[config.mk]
export PLATFORM = sky130hd
export DESIGN_NAME = otter_control_unit
export DESIGN_NICKNAME = d
export VERILOG_FILES = /design/src/rtl/otter_control_unit.sv
export SDC_FILE = /design/constraint.sdc
export NUM_CORES = 1
export LEC_CHECK = 0
export CAP_MARGIN = 15
export CELL_PAD_IN_SITES_DETAIL_PLACEMENT = 1
export CELL_PAD_IN_SITES_GLOBAL_PLACEMENT = 2
export CORE_ASPECT_RATIO = 1.5
export CORE_UTILIZATION = 13
export DETAILED_ROUTE_END_ITERATION = 10
export PLACE_DENSITY = 0.84
export SLEW_MARGIN = 10
export SYNTH_ARGS = -nofsm -noshare
export SYNTH_HDL_FRONTEND = slang
export SYNTH_SLANG_ARGS = --single-unit
[constraint.sdc]
create_clock -name CLK -period 2.55 [get_ports CLK]
set_input_delay 0.3825 -clock CLK [delete_from_list [all_inputs] [get_ports CLK]]
set_output_delay 0.3825 -clock CLK [all_outputs]
set_load 0.005 [all_outputs]
[src/rtl/otter_control_unit.sv]
`default_nettype none
// ============================================================================
// Module      : otter_control_unit
// Description : OTTER RV32I multi-cycle control FSM with combinational decode
//               of the current instruction into ALU, mux and strobe controls.
// Revision    : 1.0 - initial release
// ============================================================================
module otter_control_unit #(
    parameter int INIT_CYCLES = 1
) (
    input  logic        CLK,
    input  logic        RST,
    input  logic [31:0] ir,
    input  logic        intr,
    input  logic        csr_mie,
    input  logic        br_eq,
    input  logic        br_lt,
    input  logic        br_ltu,
    output logic        pcWrite,
    output logic        regWrite,
    output logic        memWE2,
    output logic        memRDEN1,
    output logic        memRDEN2,
    output logic        reset,
    output logic        csr_WE,
    output logic        int_taken,
    output logic        mret_exec,
    output logic [3:0]  alu_fun,
    output logic        srcA_sel,
    output logic [2:0]  srcB_sel,
    output logic [2:0]  pcSource,
    output logic [1:0]  rf_wr_sel
);

    typedef enum logic [2:0] {
        ST_INIT  = 3'd0,
        ST_FETCH = 3'd1,
        ST_EXEC  = 3'd2,
        ST_WB    = 3'd3,
        ST_INTR  = 3'd4
    } state_t;

    localparam logic [6:0] c_OP_OP     = 7'b0110011;
    localparam logic [6:0] c_OP_IMM    = 7'b0010011;
    localparam logic [6:0] c_OP_LUI    = 7'b0110111;
    localparam logic [6:0] c_OP_AUIPC  = 7'b0010111;
    localparam logic [6:0] c_OP_JAL    = 7'b1101111;
    localparam logic [6:0] c_OP_JALR   = 7'b1100111;
    localparam logic [6:0] c_OP_LOAD   = 7'b0000011;
    localparam logic [6:0] c_OP_STORE  = 7'b0100011;
    localparam logic [6:0] c_OP_BRANCH = 7'b1100011;
    localparam logic [6:0] c_OP_SYSTEM = 7'b1110011;
    localparam logic [3:0] c_INIT_LAST = 4'(INIT_CYCLES - 1);

    state_t      r_state;
    state_t      w_next;
    logic [3:0]  r_init_cnt;
    logic [6:0]  w_opcode;
    logic [2:0]  w_funct3;
    logic        w_f7b5;
    logic        w_irq;
    logic        w_br_taken;
    logic        w_unused;

    assign w_opcode = ir[6:0];
    assign w_funct3 = ir[14:12];
    assign w_f7b5   = ir[30];
    assign w_irq    = intr & csr_mie;
    assign w_unused = ^{ir[19:15], ir[11:7]};

    always_ff @(posedge CLK) begin
        if (RST) begin
            r_state    <= ST_INIT;
            r_init_cnt <= 4'd0;
        end else begin
            r_state <= w_next;
            if (r_state == ST_INIT)
                r_init_cnt <= r_init_cnt + 4'd1;
        end
    end

    always_comb begin
        case (w_funct3)
            3'b000:  w_br_taken = br_eq;
            3'b001:  w_br_taken = ~br_eq;
            3'b100:  w_br_taken = br_lt;
            3'b101:  w_br_taken = ~br_lt;
            3'b110:  w_br_taken = br_ltu;
            3'b111:  w_br_taken = ~br_ltu;
            default: w_br_taken = 1'b0;
        endcase
    end

    always_comb begin
        w_next    = r_state;
        pcWrite   = 1'b0;
        regWrite  = 1'b0;
        memWE2    = 1'b0;
        memRDEN1  = 1'b0;
        memRDEN2  = 1'b0;
        reset     = 1'b0;
        csr_WE    = 1'b0;
        int_taken = 1'b0;
        mret_exec = 1'b0;
        alu_fun   = 4'b0000;
        srcA_sel  = 1'b0;
        srcB_sel  = 3'd0;
        pcSource  = 3'd0;
        rf_wr_sel = 2'd0;

        case (r_state)
            ST_INIT: begin
                reset = 1'b1;
                if (r_init_cnt >= c_INIT_LAST)
                    w_next = ST_FETCH;
            end
            ST_FETCH: begin
                memRDEN1 = 1'b1;
                w_next   = ST_EXEC;
            end
            ST_EXEC: begin
                pcWrite = 1'b1;
                w_next  = w_irq ? ST_INTR : ST_FETCH;
                case (w_opcode)
                    c_OP_OP: begin
                        alu_fun   = {w_f7b5, w_funct3};
                        rf_wr_sel = 2'd3;
                        regWrite  = 1'b1;
                    end
                    c_OP_IMM: begin
                        // bit 30 only selects arithmetic shift; for other ops it is immediate data
                        alu_fun   = {w_f7b5 & (w_funct3 == 3'b101), w_funct3};
                        srcB_sel  = 3'd1;
                        rf_wr_sel = 2'd3;
                        regWrite  = 1'b1;
                    end
                    c_OP_LUI: begin
                        alu_fun   = 4'b1001;
                        srcA_sel  = 1'b1;
                        rf_wr_sel = 2'd3;
                        regWrite  = 1'b1;
                    end
                    c_OP_AUIPC: begin
                        srcA_sel  = 1'b1;
                        srcB_sel  = 3'd3;
                        rf_wr_sel = 2'd3;
                        regWrite  = 1'b1;
                    end
                    c_OP_JAL: begin
                        pcSource = 3'd3;
                        regWrite = 1'b1;
                    end
                    c_OP_JALR: begin
                        pcSource = 3'd1;
                        regWrite = 1'b1;
                    end
                    c_OP_LOAD: begin
                        pcWrite  = 1'b0;
                        srcB_sel = 3'd1;
                        memRDEN2 = 1'b1;
                        w_next   = ST_WB;
                    end
                    c_OP_STORE: begin
                        srcB_sel = 3'd2;
                        memWE2   = 1'b1;
                    end
                    c_OP_BRANCH: begin
                        pcSource = w_br_taken ? 3'd2 : 3'd0;
                    end
                    c_OP_SYSTEM: begin
                        if (w_funct3 == 3'b001) begin
                            csr_WE    = 1'b1;
                            regWrite  = 1'b1;
                            rf_wr_sel = 2'd1;
                            alu_fun   = 4'b1001;
                        end else if (w_funct3 == 3'b000 && ir[31:20] == 12'h302) begin
                            mret_exec = 1'b1;
                            pcSource  = 3'd5;
                        end
                    end
                    default: ;
                endcase
            end
            ST_WB: begin
                regWrite  = 1'b1;
                rf_wr_sel = 2'd2;
                pcWrite   = 1'b1;
                srcB_sel  = 3'd1;
                w_next    = w_irq ? ST_INTR : ST_FETCH;
            end
            ST_INTR: begin
                int_taken = 1'b1;
                pcWrite   = 1'b1;
                pcSource  = 3'd4;
                w_next    = ST_FETCH;
            end
            default: w_next = ST_INIT;
        endcase
    end

endmodule
`default_nettype wire

==> flow_summary.toml <==
[setup_path]
r2r_cells = 6
crit_arrival_ps = 2100
r2r_start = "r_state[0]$_SDFF_PP0_"
crit_type = "input pin to primary output"
end_kind = "primary output"
cp-endpoint = "rf_wr_sel[1]"
startpoint = "ir[3]"
critPathLaunchType = "input pin"
timing.rr.end = "r_state[0]$_SDFF_PP0_"
crit_fanout = 4
reg2reg_slack_ps = 1160
cp.required_ps = 2170

[clocking]
cts-htree-levels = 1
cts_tree = "yes"
cts.clk_slew.worst_paths_ps = 30
tritoncts.num_buffers = 3
clockRootBuffer = "clkbuf_8"
clk_latency_ps = 220
clockBufferDepth = 2
cts.sinks = 3

[worst_hold_path]
whs_path_depth = 1
hold_path_class = "flop to flop"

[grt]
antenna_found_initial = 0
grtUsageTotal_pct = 11.6
grt_start_max_net_pins = 16
grt_pass1_wl_um = 4510
grt_pass1_vias = 1009
gr-total-overflow = 0

[floorplan]
die_h_um = 83.8
die_area_um2 = 4740
placementRows = 29
die_x_um = 56.6
initial_core_util_pct = 13.7
fp.coreArea_um2 = 4250
num_io_pins = 61

[timing]
max_freq_ghz = 0.403
fin_tns_setup_ps = 0
hold_violations = 0
slew_violations = 0
rsz0062_at_grt = "false"
finalCritPeriodShare_pct = 97.4
finalSetupViolCount = 0
fin_skew_ps = 2.86
fin_crit_ps = 2480

[final_layout]
antenna_cells = 0
layout_commonest_cell = "clkdlybuf4s50_1"
fillers = 535
drive_above_1_share_pct = 27.8
top_register = "r_state"
fin_area_um2 = 1370
nets = 198
largestRegisters = "r_state: 3 flops"
area_delta_synth_final_pct = 137
largest_reg_flops = 3
layout_common_cells = "clkdlybuf4s50_1, buf_4, dlygate4sd2_1, nand2_1, nor2_1"
fin_cells = 204
fin_util_pct = 32.4

[flow_run]
maxCapViolations = 0

[placed_design]
place_area_um2 = 1250
placed_cells = 194
numPortBuffers = 49
dpl.hpwl_um = 2160
gp_congestion = 0.748

[yosys]
yosysWarnings = 0
syn-num-nets = 123
synthTopCellsByArea = "dfxtp_1, nand2_1, nor4_1"
yosys.area.top_type = "dfxtp_1"
ys_ff_latch = 3
synth_top_area_share_pct = 10.3
synth_seq_area_share_pct = 10.3
synthCells = 84
netlist_area_um2 = 581
syn_avg_cell_area_um2 = 6.91
synth_cell_type_count = 38

[pwr]
power_density_nw_per_um2 = 248
irDropWorstVdd_mv = 0.205
total_power_w = 0.000341
p_leak_nw = 0.634

[route]
wire_per_inst_um = 13.0
dr.pass1.iters = 4
vias = 921
drc = 0
drt_iter0_markers = 17
wl_um = 2650
drtAntennaViolNets = 0
via_per_inst = 4.51

[outcome]
status = "complete, no violations"
-- power breakdown --
part / switching, W / total (W) / leakage (nW) / internal [W]
logic: 0.0000577 / 0.000145 / 0.586 / 0.0000874
registers: 0.00000451 / 0.0000554 / 0.0251 / 0.0000509
clock network: 0.0000339 / 0.000141 / 0.0228 / 0.000107
-- cell families after synthesis --
group	share of synthesized area [%]
compound gates	14.9
buf+inv	5.39
flops	10.3
fa+ha+maj	1.72
other cells	0.646
mux	3.45
simple gates	60.6
xor+xnor	3.02
-- layer usage --
layer / share of wire, % / wire (um) / global-route usage (%)
met5: 0 / 0 / 0
met1: 39 / 1030 / 12.9
met3: 5.4 / 142 / 1.40
met4: 0.42 / 11 / 3.99
met2: 55 / 1460 / 22.0
-- final cells by class --
class | count | area [um2] | share of cell area (%)
clock buffers | 4 | 45.0 | 3.28
inverters | 2 | 7.51 | 0.546
multi-input cells | 75 | 541 | 39.3
flip-flops and latches | 3 | 61.3 | 4.46
well taps | 46 | 57.6 | 4.19
repair buffers | 74 | 662 | 48.2
-- critical path, stage by stage --
cell and delay [ps]:
clkdlybuf4s50_1 420, buf_4 160, and4bb_2 330, buf_4 130, a21oi_1 60, nor2_1 110, clkdlybuf4s50_1 510
-- synthesized netlist by cell type --
library cell and instances:
nor4_4 1, a21oi_1 6, a31oi_1 1, nor2b_1 1, o21bai_1 1, nor4b_1 1, mux2i_1 2, nor3b_1 2
or2_1 1, o2bb2a_2 1, nand3b_1 3, or2b_1 2, a211oi_1 1, and4_1 1, a41oi_1 1, nor3b_4 1
or3_1 1, dfxtp_1 3, buf_2 1, nand2_1 9, and2_1 1, maj3_1 1, nor4_1 5, inv_1 2
a21o_1 2, nand4_1 1, nand2b_1 2, clkbuf_1 1, and4b_1 1, nand3_2 1, and4bb_2 1, nand3_1 5
and3_1 3, xnor2_1 2, nor2_1 7, conb_1 1, buf_4 2, nor3_1 6
-- worst min-delay path by stage --
stage,start,to,slack (ps)
after floorplan,RST,r_state[0]$_SDFF_PP0_,450
after global placement,r_state[2]$_SDFF_PP0_,r_state[1]$_SDFF_PP0_,560
after detailed placement,r_state[2]$_SDFF_PP0_,r_state[1]$_SDFF_PP0_,590
after CTS,r_state[2]$_SDFF_PP0_,r_state[1]$_SDFF_PP0_,600
after global routing,r_state[2]$_SDFF_PP0_,r_state[1]$_SDFF_PP0_,630
final,r_state[2]$_SDFF_PP0_,r_state[1]$_SDFF_PP0_,580
-- through the flow --
step	setup slack, ps	hold WS (ps)
finish	66.4	584
global route	14.0	631
CTS	28.9	597
detailed placement	-292	594
global placement	-259	556
floorplan	824	455
-- what timing repair did --
item	in CTS	in global routing
buffers inserted	4	2
pin swaps	6	4
gates resized for setup	23	14
hold buffers	0	0
endpoints found under the setup margin	13	10
Note: power is estimated with default switching activity, not from simulation.
